$ cat config.mk
export PLATFORM = sky130hd
export DESIGN_NAME = fp_unit_arbiter
export DESIGN_NICKNAME = d
export VERILOG_FILES = /design/src/rtl/fp_arb_pkg.sv /design/src/rtl/rr_arb2.sv /design/src/rtl/fp_unit_arbiter.sv
export SDC_FILE = /design/constraint.sdc
export NUM_CORES = 1
export LEC_CHECK = 0
export ABC_AREA = 1
export BUFFER_PORTS_ARGS = -buffer_cell sky130_fd_sc_hd__buf_2
export CELL_PAD_IN_SITES_DETAIL_PLACEMENT = 0
export CELL_PAD_IN_SITES_GLOBAL_PLACEMENT = 1
export CORE_AREA = 2 2 453 455
export CTS_BUF_LIST = sky130_fd_sc_hd__clkbuf_4 sky130_fd_sc_hd__clkbuf_8
export CTS_CLUSTER_DIAMETER = 50
export CTS_CLUSTER_SIZE = 25
export DETAILED_ROUTE_END_ITERATION = 12
export DIE_AREA = 0 0 455 457
export PLACE_DENSITY_LB_ADDON = 0.1
export SKIP_CTS_REPAIR_TIMING = 1
export SLEW_MARGIN = 40
export SYNTH_ARGS = -nofsm -noshare
export SYNTH_HDL_FRONTEND = slang
export SYNTH_HIERARCHICAL = 1
export SYNTH_SLANG_ARGS = --single-unit
$ cat constraint.sdc
create_clock -name clk -period 3.1 [get_ports clk]
set_input_delay 0.31 -clock clk [delete_from_list [all_inputs] [get_ports clk]]
set_output_delay 0.31 -clock clk [all_outputs]
set_load 0.03 [all_outputs]
$ cat src/rtl/fp_arb_pkg.sv
// Shared types and bundle layout for the floating-point pool arbiter.
// Field offsets are word indices; multiply by the word width to get bit positions.
package fp_arb_pkg;

  localparam int WORD      = 32;
  localparam int OPS_WORDS = 8;
  localparam int RES_WORDS = 4;
  localparam int OPS_W     = OPS_WORDS * WORD;
  localparam int RES_W     = RES_WORDS * WORD;

  // Operand bundle {a1,b1,a2,b2,m1,n1,m2,n2}, MSB word first
  localparam int OP_A1 = 7;
  localparam int OP_B1 = 6;
  localparam int OP_A2 = 5;
  localparam int OP_B2 = 4;
  localparam int OP_M1 = 3;
  localparam int OP_N1 = 2;
  localparam int OP_M2 = 1;
  localparam int OP_N2 = 0;

  // Result bundle {sum1,sum2,prod1,prod2}, MSB word first
  localparam int RES_SUM1  = 3;
  localparam int RES_SUM2  = 2;
  localparam int RES_PROD1 = 1;
  localparam int RES_PROD2 = 0;

  typedef enum logic [1:0] {
    IDLE = 2'd0,
    BUSY = 2'd1,
    DONE = 2'd2
  } state_e;

endpackage

$ cat src/rtl/rr_arb2.sv
// Two-way round-robin winner select with a registered last-winner pointer.
// The pointer resets to client 1 so client 0 takes the first tie.
module rr_arb2 (
  input  logic       clk,
  input  logic       rst,
  input  logic [1:0] req,
  input  logic       advance,
  output logic       winner,
  output logic       any
);
  import fp_arb_pkg::*;

  logic last_q, last_d;

  always_comb begin
    any    = |req;
    winner = (req == 2'b11) ? ~last_q : req[1];
    last_d = advance ? winner : last_q;
  end

  always_ff @(posedge clk) begin
    if (rst) begin
      last_q <= 1'b1;
    end else begin
      last_q <= last_d;
    end
  end

endmodule

$ cat src/rtl/fp_unit_arbiter.sv
// Sequences two clients onto the shared adder/multiplier pool: grant, hold
// operands for LAT cycles, capture results into the owner's register, pulse done.
module fp_unit_arbiter #(
  parameter int LAT  = 3,
  parameter int WORD = fp_arb_pkg::WORD
) (
  input  logic                clk,
  input  logic                rst,
  input  logic [1:0]          req,
  input  logic [8*WORD-1:0]   ops0,
  input  logic [8*WORD-1:0]   ops1,
  output logic [1:0]          gnt,
  output logic [1:0]          done,
  output logic [4*WORD-1:0]   res0,
  output logic [4*WORD-1:0]   res1,
  output logic                busy,
  output logic [WORD-1:0]     a1,
  output logic [WORD-1:0]     b1,
  output logic [WORD-1:0]     a2,
  output logic [WORD-1:0]     b2,
  output logic [WORD-1:0]     m1,
  output logic [WORD-1:0]     n1,
  output logic [WORD-1:0]     m2,
  output logic [WORD-1:0]     n2,
  input  logic [WORD-1:0]     sum1,
  input  logic [WORD-1:0]     sum2,
  input  logic [WORD-1:0]     prod1,
  input  logic [WORD-1:0]     prod2
);
  import fp_arb_pkg::*;

  localparam int            CW       = $clog2(LAT + 1);
  localparam logic [CW-1:0] CNT_LAST = CW'(LAT - 1);

  state_e                state_q, state_d;
  logic [CW-1:0]         cnt_q, cnt_d;
  logic                  owner_q, owner_d;
  logic [1:0]            gnt_q, gnt_d;
  logic [1:0]            done_q, done_d;
  logic [8*WORD-1:0]     opr_q, opr_d;
  logic [4*WORD-1:0]     res0_q, res1_q;
  logic [4*WORD-1:0]     pool_res;
  logic                  winner, any;
  logic                  grant, capture;

  rr_arb2 u_rr (
    .clk     (clk),
    .rst     (rst),
    .req     (req),
    .advance (grant),
    .winner  (winner),
    .any     (any)
  );

  always_comb begin
    state_d = state_q;
    cnt_d   = cnt_q;
    owner_d = owner_q;
    gnt_d   = 2'b00;
    done_d  = 2'b00;
    grant   = 1'b0;
    capture = 1'b0;
    unique case (state_q)
      IDLE: begin
        if (any) begin
          state_d        = BUSY;
          cnt_d          = '0;
          owner_d        = winner;
          gnt_d[winner]  = 1'b1;
          grant          = 1'b1;
        end
      end
      BUSY: begin
        // Pool results are valid in the last counted cycle and captured at its end
        if (cnt_q == CNT_LAST) begin
          state_d         = DONE;
          done_d[owner_q] = 1'b1;
          capture         = 1'b1;
        end else begin
          cnt_d = cnt_q + CW'(1);
        end
      end
      DONE: begin
        state_d = IDLE;
      end
      default: begin
        state_d = IDLE;
      end
    endcase
  end

  assign opr_d    = winner ? ops1 : ops0;
  assign pool_res = {sum1, sum2, prod1, prod2};

  always_ff @(posedge clk) begin
    if (rst) begin
      state_q <= IDLE;
      cnt_q   <= '0;
      owner_q <= 1'b0;
      gnt_q   <= 2'b00;
      done_q  <= 2'b00;
    end else begin
      state_q <= state_d;
      cnt_q   <= cnt_d;
      owner_q <= owner_d;
      gnt_q   <= gnt_d;
      done_q  <= done_d;
    end
  end

  // Operands load only at grant and otherwise hold, including through IDLE
  always_ff @(posedge clk) begin
    if (rst) begin
      opr_q  <= '0;
      res0_q <= '0;
      res1_q <= '0;
    end else begin
      if (grant) begin
        opr_q <= opr_d;
      end
      if (capture && !owner_q) begin
        res0_q <= pool_res;
      end
      if (capture && owner_q) begin
        res1_q <= pool_res;
      end
    end
  end

  assign gnt  = gnt_q;
  assign done = done_q;
  assign busy = (state_q != IDLE);
  assign res0 = res0_q;
  assign res1 = res1_q;

  assign a1 = opr_q[OP_A1*WORD +: WORD];
  assign b1 = opr_q[OP_B1*WORD +: WORD];
  assign a2 = opr_q[OP_A2*WORD +: WORD];
  assign b2 = opr_q[OP_B2*WORD +: WORD];
  assign m1 = opr_q[OP_M1*WORD +: WORD];
  assign n1 = opr_q[OP_N1*WORD +: WORD];
  assign m2 = opr_q[OP_M2*WORD +: WORD];
  assign n2 = opr_q[OP_N2*WORD +: WORD];

endmodule
==> results of run 1 <==
==> layout by cell type, fill, tap and decap left out, drive strengths merged <==
cell type	n
a21boi	1
a21oi	2
buf	1217
bufinv	14
clkbuf	195
clkinv	17
clkinvlp	9
dfxtp	522
diode	41
dlygate4sd3	642
ha	1
inv	271
nand2	1162
nand3	4
nand3b	1
nand4	129
nor2	1035
nor3	3
o21ai	257
or2	1
==> area by class of cell <==
class	count	share of cell area, %
timing repair buffer	1859	31.2
antenna	41	0.247
clock inverter	45	1.55
clock buffer	195	6.05
sequential	522	25.2
multi-input combinational	2596	25.2
tap	2688	8.09
inverter	266	2.47
==> power groups by stage <==
stage | Clock [W] | Combinational, W | Sequential (W)
floorplan | 0 | 0.00145 | 0.00838
global placement | 0 | 0.00432 | 0.00753
detailed placement | 0 | 0.00429 | 0.00754
CTS | 0.0110 | 0.00430 | 0.00741
finish | 0.0105 | 0.00503 | 0.00741
global route | 0.0113 | 0.00553 | 0.00746
==> registers in the layout, indices dropped and copies added, names as in the netlist, 2 cells and up <==
signal,cells
done,2
res0,128
res1,128
cnt_q,2
opr_q,256
state_q,2
gnt,2
==> cells by family (layout without fill, tap and decap cells) <==
| logic type | count (synthesis) | after routing | synth area share, % |
|---|---|---|---|
| and+or+nand+nor | 2335 | 2335 | 39.6 |
| AOI/OAI and AO/OA | 260 | 260 | 5.66 |
| other | 0 | 41 | 0 |
| DFF | 522 | 522 | 45.4 |
| adders and majority gates | 1 | 1 | 0.0543 |
| buffers and inverters | 521 | 2365 | 9.32 |
==> path summary, 6_finish.rpt <==
kind                             from                      end  slack, ns  cells after the start
max reg2reg  u_rr/last_q$_SDFFE_PP1P_   opr_q[98]$_SDFFE_PP0P_       0.59                      8
min                         ops1[239]  opr_q[239]$_SDFFE_PP0P_       0.04                      5
max          u_rr/last_q$_SDFFE_PP1P_   opr_q[98]$_SDFFE_PP0P_       0.59                      8
min reg2reg     res0[83]$_SDFFE_PP0P_    res0[83]$_SDFFE_PP0P_       0.47                      2
==> per-stage QoR <==
stage	hold slack, ns	util, %
2_1_floorplan	0.382	-
3_3_place_gp	0.458	15.7
3_5_place_dp	0.467	15.7
4_1_cts	-0.487	17.2
5_1_grt	0.000453	20.4
6_report	0.0415	20.4
==> routing by layer <==
metal  track usage, %  up-vias  share of wire, %  wire length, um
met1             15.5    13100                39            62000
met2             26.0      937                49            79000
met4             3.88       70               2.3             3760
met5                0        -              0.29              461
li1                 -    14600                 -                -
met3             7.51      339               9.7            15600
==> worst max-delay path: stages, from the launching register on <==
cell and delay [ns]:
dfxtp_1 0.34, a21boi_4 0.37, buf_4 0.32, buf_12 0.28
nand2_1 0.20, nand2_1 0.11, dlygate4sd3_1 0.55, o21ai_0 0.09
nor2_1 0.11
==> results.tsv, run 1 <==
metric	value	unit
CP arrival	3.31	ns
post-synth cell types	22	
Die H	457	um
clk slew on worst S/H paths	0.05	ns
post-route insts no fill	8212	
Core Rows	166	
GP Congestion	0.804	
Final Max Slew Viols	0	
DRC errors left	0	
Clk pwr share	45.7	%
initial antenna violation count	120	
crit path capture type	flop	
Register Area	10500	um^2
Min Clock Period, post-route	2.51	ns
Post-synth ARST share	0	%
core footprint	203000	um^2
Switching Power	0.00746	W
clock latency on the worst-skew pair	0.86	ns
grt total ovfl	0	
CTS Buf Count	137	
clock sink count	522	
Placed Instances	7289	
Syn Std Cell Area	23000	um^2
placed cell areas	31900	um^2
Max Clk Rate	398	MHz
most numerous cell in the Yosys netlist	nand2_1	
Fillers	23700	
synthesized area per cell	6.33	um^2
global-route wire length before repair	217000	um
layout net count	6027	
synth cell count leaders	nand2_1 (1161), nor2_1 (1034), dfxtp_1 (522), inv_1 (264), o21ai_0 (257)	
routed wire length per instance	19.6	um
Warnings, synthesis	6	
critical path required time	3.90	ns
Die Span X	455	um
Power Internal	0.0155	W
unrepaired setup endpoints after global routing	no	
Comb pwr share	22.0	%
Synth Instances	3639	
Main synth FF type	dfxtp_1	
DR pass1 iterations	4	
kind of critical path	reg -> reg	
layout cell share with drive strength beyond 1	26.8	%
Layout area overhead	80.5	%
Pleak	21.4	nW
largest net degree at the start of global routing	109	
PD cells	552	nW/um^2
Multi-input gate area	10500	um^2
Routed WL	161000	um
Hold WC Path Type	in -> reg	
CTS tree	done	
EDFF count, synth	0	
status	completed	
via count	29100	
startpoint types	flop	
#FFs+latches synth	522	
H-tree depth	4	
Final Hold Vio Count	0	
critical-path maximum fanout	51	
die area	208000	um^2
Initial Util	11.3	%
Avg Vias per Cell	3.54	
Slew @ Worst Pin	0.739	ns
CTS max path bufs	3	
final critical-path setup slack	0.589	ns
Net Sw Frac	32.6	%
share of power burned in registers	32.3	%
Final setup viols	0	
clock root buffer	clkbuf_8	
max cap viols	0	
# IOs	1161	
dominant cell type by area after synthesis	dfxtp_1	
Layout Skew	0.0463	ns
Mapped Nets	4284	
Slew headroom	50.8	%
Place WS	0.876	ns
Total Routing Usage GR	14.8	%
post-route ant nets	0	
Peak VDD IR	0.000349	V
Synth top area share	45.4	%
top post-synthesis cells by area	dfxtp_1 (45%), nand2_1 (19%), nor2_1 (17%)	
DR iter-0 viols	1133	
number of global-route vias before repair	27100	
Seq/Total Area, Yosys	45.4	%
period utilisation layout	81.0	%
TNS Setup	0	ns
number of port buffers	1160	
Final Cell Area	41500	um^2
Final Total Pwr	0.0229	W
DP HPWL	122000	um
Note: power is estimated with default switching activity, not from simulation.
==> inputs of run 2 (changes only) <==
--- a/config.mk
+++ b/config.mk
@@ -5,16 +5,16 @@
 export SDC_FILE = /design/constraint.sdc
 export NUM_CORES = 1
 export LEC_CHECK = 0
-export ABC_AREA = 1
+export ABC_AREA = 0
 export BUFFER_PORTS_ARGS = -buffer_cell sky130_fd_sc_hd__buf_2
 export CELL_PAD_IN_SITES_DETAIL_PLACEMENT = 0
 export CELL_PAD_IN_SITES_GLOBAL_PLACEMENT = 1
-export CORE_AREA = 2 2 453 455
+export CORE_AREA = 2 2 450 452
 export CTS_BUF_LIST = sky130_fd_sc_hd__clkbuf_4 sky130_fd_sc_hd__clkbuf_8
 export CTS_CLUSTER_DIAMETER = 50
 export CTS_CLUSTER_SIZE = 25
 export DETAILED_ROUTE_END_ITERATION = 12
-export DIE_AREA = 0 0 455 457
+export DIE_AREA = 0 0 452 454
 export PLACE_DENSITY_LB_ADDON = 0.1
 export SKIP_CTS_REPAIR_TIMING = 1
 export SLEW_MARGIN = 40
==> constraint.sdc (replaced) <==
create_clock -name clk -period 2.5 [get_ports clk]
set_input_delay 0.25 -clock clk [delete_from_list [all_inputs] [get_ports clk]]
set_output_delay 0.25 -clock clk [all_outputs]
set_load 0.03 [all_outputs]
==> run 2 against run 1 <==
  * Via count is 17% lower
  * Sequential share of layout area is 0.98 points higher
  * Combinational power is 14% higher
==> results.tsv, run 2 <==
metric	value	unit	change
clock latency on the worst-skew pair	0.88	ns	+0.02 ns
Syn Std Cell Area	21400	um^2	-7.0%
CTS tree	done		
Fillers	22600		-4.5%
most numerous cell in the Yosys netlist	dfxtp_1		
Post-Synth XOR/XNOR Area	0	%	unchanged
Total Routing Usage GR	15.4	%	+0.60 points
Pleak	16.9	nW	-21%
layout net count	4738		-21%
Final setup viols	0		unchanged
critical-path maximum fanout	32		-37%
GP Congestion	1.01		+25%
top post-synthesis cells by area	dfxtp_1 (49%), mux2i_1 (12%), a211oi_2 (12%)		
largest net degree at the start of global routing	75		-31%
Final Total Pwr	0.0269	W	+18%
Net Sw Frac	31.3	%	-1.2 points
max cap viols	0		unchanged
worst hold slack	0.0304	ns	-0.0112 ns
largest family of logic cells by synthesized area	compound AO/OA/AOI/OAI gates		
Max Clk Rate	415	MHz	+4.3%
Post-synth ARST share	0	%	unchanged
Routed WL	168000	um	+4.2%
Slew @ Worst Pin	0.547	ns	-0.192 ns
Seq/Total Area, Yosys	48.8	%	+3.4 points
utilization after layout	19.9	%	-0.52 points
grt total ovfl	0		unchanged
kind of critical path	reg -> reg		
Synth Instances	2293		-37%
Mapped Nets	2938		-31%
Largest register FFs	256		unchanged
Avg Vias per Cell	3.49		-1.3%
mux cell area share after synthesis	12.0	%	+12 points
CP arrival	3.14	ns	-0.17 ns
core footprint	201000	um^2	-1.2%
period utilisation layout	96.3	%	+15 points
adder-cell share of the synthesized area	0.0584	%	+0.0041 points
global-route wire length before repair	212000	um	-2.3%
PD cells	673	nW/um^2	+22%
post-synth cell types	31		+41%
Power Internal	0.0185	W	+20%
status	completed		
met3 wire len	11100	um	-29%
layout cell share with drive strength beyond 1	40.3	%	+14 points
H-tree depth	3		-1
Clk pwr share	45.2	%	-0.5 points
Die H	454	um	-0.66%
unrepaired setup endpoints after global routing	no		
Final Hold Vio Count	0		unchanged
die area	205000	um^2	-1.3%
clock root buffer	clkbuf_8		
share of power burned in registers	33.5	%	+1.2 points
Die Span X	452	um	-0.66%
clock sink count	522		unchanged
routed length on met2	85700	um	+8.4%
dominant cell type by area after synthesis	dfxtp_1		
Core Rows	165		-0.60%
post-route ant nets	0		unchanged
synthesized area per cell	9.34	um^2	+48%
startpoint types	flop		
number of global-route vias before repair	21600		-20%
Synth top area share	48.8	%	+3.4 points
post-synthesis compound-gate area fraction	19.8	%	+14 points
crit path capture type	flop		
routed wire length per instance	24.3	um	+24%
number of port buffers	1160		unchanged
CTS max path bufs	3		unchanged
Initial Util	10.7	%	-0.66 points
DR pass1 iterations	5		+1
#FFs+latches synth	522		unchanged
Warnings, synthesis	6		unchanged
Most flops, register	opr_q		
Peak VDD IR	0.000432	V	+24%
initial antenna violation count	86		-28%
post-route insts no fill	6895		-16%
Final Max Slew Viols	0		unchanged
# IOs	1161		unchanged
Main synth FF type	dfxtp_1		
Layout area overhead	86.8	%	
via count	24100		-17%
Comb pwr share	21.3	%	-0.7 points
most frequent cells in the layout	buf_2 (1159), dlygate4sd3_1 (620), dfxtp_1 (522)		
DR iter-0 viols	1148		+1.3%
Layout Skew	0.0751	ns	+0.0289 ns
Slew headroom	62.5	%	+12 points
DRC errors left	0		unchanged
CTS Buf Count	114		-17%
synth cell count leaders	dfxtp_1 (522), nand2_1 (516), a21oi_1 (258), nor2_1 (258), mux2i_1 (257)		
EDFF count, synth	0		unchanged
clk slew on worst S/H paths	0.06	ns	about the same
Min Clock Period, post-route	2.41	ns	-0.103 ns
Placed Instances	6029		-17%
Multi-input gate area	9910	um^2	-5.4%
Post-Route M1 WL	65700	um	+6.0%
commonest non-fill, non-tap cell in the layout	buf_2		
TNS Setup	0	ns	unchanged
Switching Power	0.00844	W	+13%
DP HPWL	136000	um	+12%
Register Area	10500	um^2	unchanged
Hold WC Path Type	in -> reg		
Simple-Gate Fraction of Synth Area	14.1	%	-25 points
Max Used Layer	met5		
critical path required time	3.23	ns	-0.67 ns
## run 2: cell types whose count changed after synthesis, sizes merged, moves of 7 or more
| cell | change |
|---|---|
| o21ai | -257 |
| inv | -263 |
| a211oi | +256 |
| clkbuf | -47 |
| nand4 | -129 |
| buf | -7 |
| nand2 | -646 |
| mux2i | +257 |
| nor2 | -777 |
| a21oi | +256 |
## run 2: kinds of logic after synthesis
kind of cell / Yosys count
simple gates: 790
flops: 522
compound gates: 519
mux: 257
buf+inv: 204
fa+ha+maj: 1
## run 2: power groups by stage
stage,clock (W),combinational [W],sequential (W)
after floorplan,0,0.00169,0.0101
after global placement,0,0.00484,0.00921
after detailed placement,0,0.00485,0.00920
after CTS,0.0128,0.00486,0.00902
after global routing,0.0131,0.00608,0.00907
final,0.0122,0.00575,0.00902
## run 2: area by class of cell
| cell class | count | share of cell area [%] |
|---|---|---|
| inverters | 3 | 0.0688 |
| multi-input cells | 1567 | 24.8 |
| clock buffers | 164 | 5.35 |
| well taps | 2672 | 8.36 |
| diodes | 31 | 0.194 |
| flip-flops and latches | 522 | 26.1 |
| repair buffers | 1885 | 33.2 |
| clock inverters | 51 | 1.92 |
## run 2: final timing paths
kind | endpoint | from | cells past startpoint | slack (ns)
worst max-delay path | opr_q[217]$_SDFFE_PP0P_ | u_rr/last_q$_SDFFE_PP1P_ | 7 | 0.09
worst min-delay path | opr_q[88]$_SDFFE_PP0P_ | ops1[88] | 3 | 0.03
worst max register to register | opr_q[217]$_SDFFE_PP0P_ | u_rr/last_q$_SDFFE_PP1P_ | 7 | 0.09
worst min register to register | res0[79]$_SDFFE_PP0P_ | res0[79]$_SDFFE_PP0P_ | 2 | 0.45
## run 2: metrics by stage
stage	worst slack (ns)	cell area [um^2]
6_report	0.0926	40000
5_1_grt	0.00927	40000
4_1_cts	0.131	33700
3_5_place_dp	0.248	30800
3_3_place_gp	0.245	30800
2_1_floorplan	0.925	21400
## run 2: worst max-delay path: stages (launching register included)
cell and delay, ns:
dfxtp_1 0.37, a21boi_4 0.20, buf_12 0.23, buf_12 0.29, buf_12 0.23, mux2i_1 0.09
dlygate4sd3_1 0.56, a211oi_1 0.22
## run 2: routing by layer
layer / up-vias / global-route usage (%)
met5: - / 0
met4: 22 / 4.74
met3: 283 / 4.46
met2: 847 / 28.0
met1: 11400 / 17.2
li1: 11500 / -
